`src/rtl/reg_scoreboard.sv`:
```
// reg_scoreboard: per-register pending-writer counters between ID issue and WB.
// Stalls ID on a RAW hazard against an in-flight writer, or when the destination
// counter is saturated. Optional macro SCOREBOARD_WB_BYPASS_EN lets a source whose
// only pending writer is retiring this cycle issue, relying on WB-to-ID forwarding.

// One pending-writer counter; inc and dec in the same cycle cancel.
module reg_cnt_slot #(
  parameter int CNT_W = 2
) (
  input  logic             clk,
  input  logic             rst_n,
  input  logic             clr,
  input  logic             inc,
  input  logic             dec,
  output logic [CNT_W-1:0] cnt
);
  // clear on flush, otherwise net +1/-1
  always_ff @(posedge clk or negedge rst_n) begin
    if (!rst_n)           cnt <= '0;
    else if (clr)         cnt <= '0;
    else if (inc && !dec) cnt <= cnt + CNT_W'(1);
    else if (dec && !inc) cnt <= cnt - CNT_W'(1);
  end
endmodule

module reg_scoreboard #(
  parameter int REG_ID_W = 5,
  parameter int NUM_REGS = 2**REG_ID_W,
  parameter int CNT_W    = 2
) (
  input  logic                      clk,
  input  logic                      rst_n,
  input  logic                      issue_valid,
  output logic                      issue_ready,
  input  logic [REG_ID_W-1:0]       issue_rs1,
  input  logic [REG_ID_W-1:0]       issue_rs2,
  input  logic                      issue_rs1_used,
  input  logic                      issue_rs2_used,
  input  logic [REG_ID_W-1:0]       issue_rd,
  input  logic                      issue_wen,
  input  logic                      wb_valid,
  input  logic [REG_ID_W-1:0]       wb_rd,
  input  logic                      flush,
  output logic [NUM_REGS-1:0]       busy_vec,
  output logic [REG_ID_W+CNT_W-1:0] outstanding,
  output logic                      err_underflow
);
  localparam int OUT_W = REG_ID_W + CNT_W;
  localparam logic [CNT_W-1:0] CNT_MAX = '1;

  logic [NUM_REGS-1:0][CNT_W-1:0] cnt;
  logic [CNT_W-1:0] cnt_rs1, cnt_rs2, cnt_rd, cnt_wb;
  logic bypass_rs1, bypass_rs2;
  logic hazard_rs1, hazard_rs2, sat;
  logic issue_wr, wb_try, wb_ret;

  assign cnt_rs1 = cnt[issue_rs1];
  assign cnt_rs2 = cnt[issue_rs2];
  assign cnt_rd  = cnt[issue_rd];
  assign cnt_wb  = cnt[wb_rd];

`ifdef SCOREBOARD_WB_BYPASS_EN
  // last pending writer retires now: WB forwarding covers the read
  assign bypass_rs1 = wb_valid && (wb_rd == issue_rs1) && (cnt_rs1 == CNT_W'(1));
  assign bypass_rs2 = wb_valid && (wb_rd == issue_rs2) && (cnt_rs2 == CNT_W'(1));
`else
  assign bypass_rs1 = 1'b0;
  assign bypass_rs2 = 1'b0;
`endif

  assign hazard_rs1 = issue_rs1_used && (issue_rs1 != '0) && (cnt_rs1 != '0) && !bypass_rs1;
  assign hazard_rs2 = issue_rs2_used && (issue_rs2 != '0) && (cnt_rs2 != '0) && !bypass_rs2;
  assign sat        = issue_wen && (issue_rd != '0) && (cnt_rd == CNT_MAX);
  assign issue_ready = !(hazard_rs1 || hazard_rs2 || sat || flush);

  // ready already excludes flush, so a fire never coincides with a flush
  assign issue_wr = issue_valid && issue_ready && issue_wen && (issue_rd != '0);
  assign wb_try   = wb_valid && (wb_rd != '0) && !flush;
  assign wb_ret   = wb_try && (cnt_wb != '0);

  // one counter per register; slot 0 never sees inc/dec and stays at zero
  for (genvar i = 0; i < NUM_REGS; i++) begin : g_slot
    logic inc, dec;
    assign inc = issue_wr && (issue_rd == REG_ID_W'(i));
    assign dec = wb_ret   && (wb_rd    == REG_ID_W'(i));
    reg_cnt_slot #(.CNT_W(CNT_W)) u_slot (
      .clk  (clk),
      .rst_n(rst_n),
      .clr  (flush),
      .inc  (inc),
      .dec  (dec),
      .cnt  (cnt[i])
    );
  end

  // busy bits are a pure view of the counter state
  always_comb begin
    busy_vec = '0;
    for (int i = 1; i < NUM_REGS; i++) busy_vec[i] = (cnt[i] != '0);
  end

  // running sum of all counters, tracked by the same inc/dec events
  always_ff @(posedge clk or negedge rst_n) begin
    if (!rst_n)                   outstanding <= '0;
    else if (flush)               outstanding <= '0;
    else if (issue_wr && !wb_ret) outstanding <= outstanding + OUT_W'(1);
    else if (wb_ret && !issue_wr) outstanding <= outstanding - OUT_W'(1);
  end

  // sticky underflow flag; only reset clears it
  always_ff @(posedge clk or negedge rst_n) begin
    if (!rst_n)                         err_underflow <= 1'b0;
    else if (wb_try && cnt_wb == '0)    err_underflow <= 1'b1;
  end
endmodule

```
`config.mk`:
```
export PLATFORM = sky130hd
export DESIGN_NAME = reg_scoreboard
export DESIGN_NICKNAME = d
export VERILOG_FILES = /design/src/rtl/reg_scoreboard.sv
export SDC_FILE = /design/constraint.sdc
export NUM_CORES = 1
export LEC_CHECK = 0
export ABC_AREA = 1
export BUFFER_PORTS_ARGS = -buffer_cell sky130_fd_sc_hd__buf_2
export CAP_MARGIN = 20
export CORE_ASPECT_RATIO = 0.75
export CORE_MARGIN = 10
export CORE_UTILIZATION = 35
export CTS_CLUSTER_DIAMETER = 100
export DETAILED_ROUTE_END_ITERATION = 10
export HOLD_SLACK_MARGIN = 0.02
export PLACE_DENSITY = 0.53
export SYNTH_ARGS = -nofsm -noshare
export SYNTH_HDL_FRONTEND = slang
export SYNTH_SLANG_ARGS = --single-unit
```
`constraint.sdc`:
```
create_clock -name clk -period 3.58 [get_ports clk]
set_input_delay 0.179 -clock clk [delete_from_list [all_inputs] [get_ports clk]]
set_output_delay 0.179 -clock clk [all_outputs]
set_load 0.005 [all_outputs]
```
; ---- Word level (Yosys, flattened, before mapping)
; Index checks and enable logic that the tools add are counted.
[classes]
n_eq_ne = 63
mux = 107
multipliers = 0
div = 0
add_sub_neg = 66
reduce_logical = 288
n_lt_le_gt_ge = 4
n_shift = 0
bitwise = 0
[ops]
columns = op, n
row1 = $mux W2, 100
row2 = $eq A5 B5 Y1 const B, 32
row3 = $logic_and A1 B1 Y1, 143
row4 = $reduce_bool A3 Y1, 33
row5 = $eq A5 B4 Y1 const B, 16
row6 = $logic_not A1 Y1, 68
row7 = $reduce_bool A2 Y1, 34
row8 = $add A2 B1 Y2 const B, 32
row9 = $sub A2 B1 Y2 const B, 32
row10 = $bmux W2 S5, 4
row11 = $eq A5 B3 Y1 const B, 8
row12 = $lt A5 B6 Y1 const B, 4
row13 = $mux W7, 3
row14 = $eq A5 B2 Y1 const B, 4
row15 = $reduce_bool A5 Y1, 4
row16 = $eq A5 B1 Y1 const B, 2
row17 = $logic_not A5 Y1, 2
row18 = $add A7 B1 Y7 const B, 1
row19 = $sub A7 B1 Y7 const B, 1
row20 = $logic_or A1 B1 Y1, 3
row21 = $eq A2 B2 Y1 const B, 1
row22 = $logic_not A2 Y1, 1
[word_totals]
reg_bits = 72
mem_bits_rw = 0
latch_bits = 0
mem_count = 0
in_bits = 28
out_inout_bits = 41
wordCells = 562
rom_bits = 0

; ---- Depth between registers and ports, before layout
[logic_depth]
word_depth = 17
ltp_mapped = 27
ltp_nobuf = 25

; ---- By module
; From an unflattened synthesis, not the netlist that was laid out.
[hier_totals]
cells_unflattened = 1326
hier_area_um2 = 7373.3
[by_module_without_submodules]
columns = module, cells_per_inst, area_each_um2, seq_area_each_um2, n_inst
row1 = reg_cnt_slot, 22, 137.6, 50.0, 32
row2 = reg_scoreboard, 622, 2969.1, 200.2, 1

; ---- Worst setup path after synthesis
; OpenSTA, ideal clock, no wires.
[synth_timing]
kind = reg-to-reg
startpoint = register g_slot[29].u_slot.cnt[1]
endpoint = register outstanding[6]
stages_incl_launch_ff = 25
synth_period_minus_slack_ns = 3.131
setup_time_ns = 0.065
arrival_time_ns = 3.066
path_slack_ns = 0.449
path_buffers = 1
required_ns = 3.515
path_cell_list = dfrtp_1 > or2_1 > clkbuf_1 > nand2_1 > nand3_1 > nand3_1 > nand3_1 > nand3_1 > nand2_1 > nand2_1 > nand3_1 > nor2_4 > nand2_4 > nor2_2 > inv_1 > ha_1 > a21oi_1 > nand2_1 > nand2_1 > nand2_1 > a21oi_1 > xnor2_1 > xnor2_1 > nand2_1 > nand2_1
[synth_via]
elab_chain_len = 14
elab_cells_between_ends = 30
cone_classes = eq/ne (1) / mux (10) / reduce/logical (19)
[synth_lines]
columns = element, line
row1 = from (decl), 15  ; output logic [CNT_W-1:0] cnt
row2 = from (signal assigned), 21  ; else if (inc && !dec) cnt <= cnt + CNT_W'(1);
row3 = from (signal assigned), 22  ; else if (dec && !inc) cnt <= cnt - CNT_W'(1);
row4 = "$bmux W2 S5, on equally long branches", "57, 58"
row5 = "$mux W2, on equally long branches", "57, 58"
row6 = "$reduce_bool A2 Y1, on equally long branches", "71, 72"
row7 = "$logic_and A1 B1 Y1, on equally long branches", "71, 72"
row8 = $logic_or A1 B1 Y1, 74  ; assign issue_ready = !(hazard_rs1 || hazard_rs2 || sat || flush);
row9 = $logic_or A1 B1 Y1 * (2 in series), 74
row10 = $logic_not A1 Y1 *, 74
row11 = via issue_ready, 34  ; output logic issue_ready,
row12 = $logic_and A1 B1 Y1 * (3 in series), 77  ; assign issue_wr = issue_valid && issue_ready && issue_wen && (issue_rd != '0);
row13 = $logic_and A1 B1 Y1 / $logic_not A1 Y1 (equally long branches), "106, 107"
row14 = $mux W7 / $logic_and A1 B1 Y1 (equally long branches), "106, 107"
row15 = $mux W7 / $reduce_bool A3 Y1 (equally long branches), --
row16 = to (signal assigned), 106  ; else if (issue_wr && !wb_ret) outstanding <= outstanding + OUT_W'(1);
row17 = to (signal assigned), 107  ; else if (wb_ret && !issue_wr) outstanding <= outstanding - OUT_W'(1);
row18 = to (decl), 45  ; output logic [REG_ID_W+CNT_W-1:0] outstanding,
; The timed path passes the listed nets; every way through them passes the cells marked *. The select of a mux whose other input is x is not followed.
; A chain may end at the register's enable or synchronous reset.

; ---- Worst setup path after layout
[layout_timing]
startpoint = register g_slot[8].u_slot.cnt[0]
endpoint = register outstanding[6]
[layout_via]
elab_chain_len = 14
elab_cells_between_ends = 30
cone_classes = eq/ne (1) / mux (10) / reduce/logical (19)
[layout_lines]
columns = element, line
row1 = from (decl), 15
row2 = from (signal assigned), 21
row3 = from (signal assigned), 22
row4 = "$bmux W2 S5, on equally long branches", "57, 58"
row5 = "$mux W2, on equally long branches", "57, 58"
row6 = "$reduce_bool A2 Y1, on equally long branches", "71, 72"
row7 = "$logic_and A1 B1 Y1, on equally long branches", "71, 72"
row8 = $logic_or A1 B1 Y1 (3 in series), 74
row9 = $logic_not A1 Y1, 74
row10 = $logic_and A1 B1 Y1 (3 in series), 77
row11 = $logic_and A1 B1 Y1 / $logic_not A1 Y1 (equally long branches), "106, 107"
row12 = $mux W7 / $logic_and A1 B1 Y1 (equally long branches), "106, 107"
row13 = $mux W7 / $reduce_bool A3 Y1 (equally long branches), --
; Several ways; a longest one is shown, not always the timed one. The select of a mux whose other input is x is not followed.

==> reports/metrics.yaml <==
run_status:
  status: "finished clean"
cells_and_area:
  final_area_um2: 8110
  multi_input_area_um2: 4440
  final_core_util: 0.414
  diodes: 0
  final_nets: 1333
  fin_cells: 1557
  fillCellCount: 2162
  layout-drive-gt1-share: 0.127
  area_growth_pct: 15.0
  seqCellArea_um2: 1800
timing:
  timing.fmax_ghz: 0.308
  min_period_ns: 3.25
  tns_ns: 0
  slew_violations: 0
  hold_viol: 0
  min_period_over_period: 0.908
  rsz0062_at_grt: "no"
  slew_headroom: 0.607
  whs_ns: 0.142
  setup_ws_ns: 0.330
  worst_pin_slew_ns: 0.585
  finalClockSkew_ns: 0.00805
  setup_violations: 0
routing:
  via_per_inst: 5.26
  drtIter0Drc: 997
  drt-total-wl_um: 29300
  routedWlPerCell_um: 18.8
  ant_nets: 0
  drc: 0
  firstDrtPassIters: 6
  num_vias: 8188
placed_design:
  gp_congestion: 0.977
  hpwl_um: 22500
  dp_cells: 1539
  port_buffers: 67
  place_ws_ns: 0.0927
  placed_area_um2: 7720
global_routing:
  grt_max_degree: 73
  overflow: 0
  grt_pass1_vias: 7418
  grt_usage: 0.220
  grt_pass1_wl_um: 44800
  antenna_found_initial: 0
cts:
  clkTransAtPathRegs_ns: 0.06
  clock-sinks: 72
  htree_levels: 3
  clock_latency_ns: 0.35
  cts_tree: "yes"
  numCtsBuffers: 9
  post_cts_buffers: 0
  clockBufferDepth: 2
  cts_root_buf: "clkbuf_16"
floorplan:
  die-width_um: 184
  num_rows: 44
  die_area_um2: 26300
  core_um2: 19600
  die_h_um: 143
  initial_core_util: 0.360
  num_io_pins: 69
power_and_ir_drop:
  p_leak_nw: 4.25
  peakVddDrop_mv: 0.266
  power_mw: 3.08
  power_density_nw_per_um2: 379
synthesis:
  synth_nets: 1262
  syn_avg_cell_area_um2: 5.74
  yosysSeqAreaShare: 0.255
  synth_flop_cell: "dfrtp_1"
  yosys_warnings: 0
  synth_cells: 1228
  syn_area_um2: 7050
  synth_edf_count: 0
  async_reset_ff_frac: 1.00
  synth_cell_types: 38
  ys_ff_latch: 72
setup_path:
  worstPathMaxFanout: 5
  end_kind: "register"
  arrival_ns: 3.54
  r2r_cells: 24
  critPathRequiredTime_ns: 3.87
  cp-start-kind: "register"
  crit_type: "register to register"
  cp-startpoint: "g_slot[8].u_slot.cnt[0]"
  endpoint: "outstanding[6]"
  r2r_slack_ns: 0.33
  reg2reg_from: "g_slot[8].u_slot.cnt[0]"
  reg2reg_to: "outstanding[6]"
hold_path:
  worstHoldStart: "wb_valid"
  hp-class: "input port to register"
run:
  max_cap_viol_count: 0
-- logic make-up after synthesis --
logic type                 synth area share
buffers and inverters                 0.121
DFF                                   0.255
and+or+nand+nor                       0.520
AOI/OAI and AO/OA                    0.0850
xor gates and xnor gates            0.00621
other                              0.000532
adders and majority gates            0.0117
-- per-layer routing --
metal / up-vias / routed length [µm] / global-route usage / part of all wire
met5: - / 0 / 0 / 0
met4: 0 / 442 / 0.0529 / 0.015
met3: 28 / 2760 / 0.0492 / 0.094
met2: 359 / 11200 / 0.297 / 0.38
met1: 3718 / 14800 / 0.337 / 0.51
li1: 4083 / - / - / -
-- how the worst min path moves through the flow --
stage                     cells after the start  slack, ns                       end
final                                         3       0.14             err_underflow
after global routing                          3       0.16             err_underflow
after CTS                                     1       0.05  g_slot[16].u_slot.cnt[0]
after global placement                        1       0.43  g_slot[24].u_slot.cnt[0]
after detailed placement                      1       0.42  g_slot[25].u_slot.cnt[1]
after floorplan                               0      -0.12             err_underflow
-- synth_stat cells, types with 5 or more instances --
master / number / share of area
o21ai_1: 39 / 0.028
nand4_1: 48 / 0.043
nand3_1: 173 / 0.12
nand2_1: 436 / 0.23
a21oi_1: 21 / 0.015
clkbuf_1: 12 / 0.0064
nand3_2: 17 / 0.024
buf_6: 6 / 0.0096
or2_0: 15 / 0.013
dfrtp_1: 72 / 0.26
inv_1: 152 / 0.081
buf_1: 7 / 0.0037
or2_1: 7 / 0.0062
o22ai_1: 5 / 0.0044
ha_1: 5 / 0.0089
nor2_1: 110 / 0.059
o21ai_0: 37 / 0.026
nor3_1: 10 / 0.0071
buf_2: 16 / 0.011
o211ai_1: 6 / 0.0064
-- critical path, stage by stage (launching register included) --
cell and delay (ns):
dfrtp_1 0.41, inv_1 0.08, nand2_1 0.20, o21ai_0 0.22, nand2_1 0.06, nand3_1 0.08, nand3_1 0.06, nand3_1 0.08
nand2_1 0.05, nand2_1 0.10, nand3_1 0.12, nor2_4 0.14, nand2_4 0.07, nor2_4 0.13, inv_2 0.08, ha_1 0.33
a21oi_1 0.21, nand2_1 0.08, nand2_1 0.08, nand2_1 0.05, a21oi_1 0.15, xnor2_1 0.15, xnor2_1 0.13, nand2_1 0.07
nand2_1 0.05
-- registers in the layout (all words and copies together), names as in the netlist --
name	cells
err_underflow	1
outstanding	7
g_slot.u_slot.cnt	64
-- area by class of cell --
| cell class | count | share of cell area |
|---|---|---|
| inverters | 158 | 0.0737 |
| flip-flops and latches | 72 | 0.222 |
| clock inverters | 7 | 0.0119 |
| well taps | 253 | 0.0390 |
| multi-input cells | 953 | 0.547 |
| clock buffers | 9 | 0.0278 |
| repair buffers | 105 | 0.0786 |
-- cell usage in the layout, fill, tap and decap left out, types with 34 or more instances in the layout --
cell / netlist / routed
buf_2: 16 / 66
buf_4: 3 / 37
dfrtp_1: 72 / 72
inv_1: 152 / 151
nand2_1: 436 / 434
nand3_1: 173 / 173
nand4_1: 48 / 48
nor2_1: 110 / 102
o21ai_0: 37 / 34
o21ai_1: 39 / 42
-- report_power, final --
| part | internal, mW | switching [mW] |
|---|---|---|
| logic | 0.372 | 0.668 |
| clock network | 0.612 | 0.410 |
| registers | 0.898 | 0.116 |
| total | 1.88 | 1.19 |
-- what timing repair did --
| action | in CTS | in global routing |
|---|---|---|
| resized for setup | 0 | 19 |
| setup endpoints to repair | 0 | 2 |
| hold buffers | 0 | 1 |
| hold endpoints to repair | 0 | 38 |
Power figures use the tool's default switching activity.
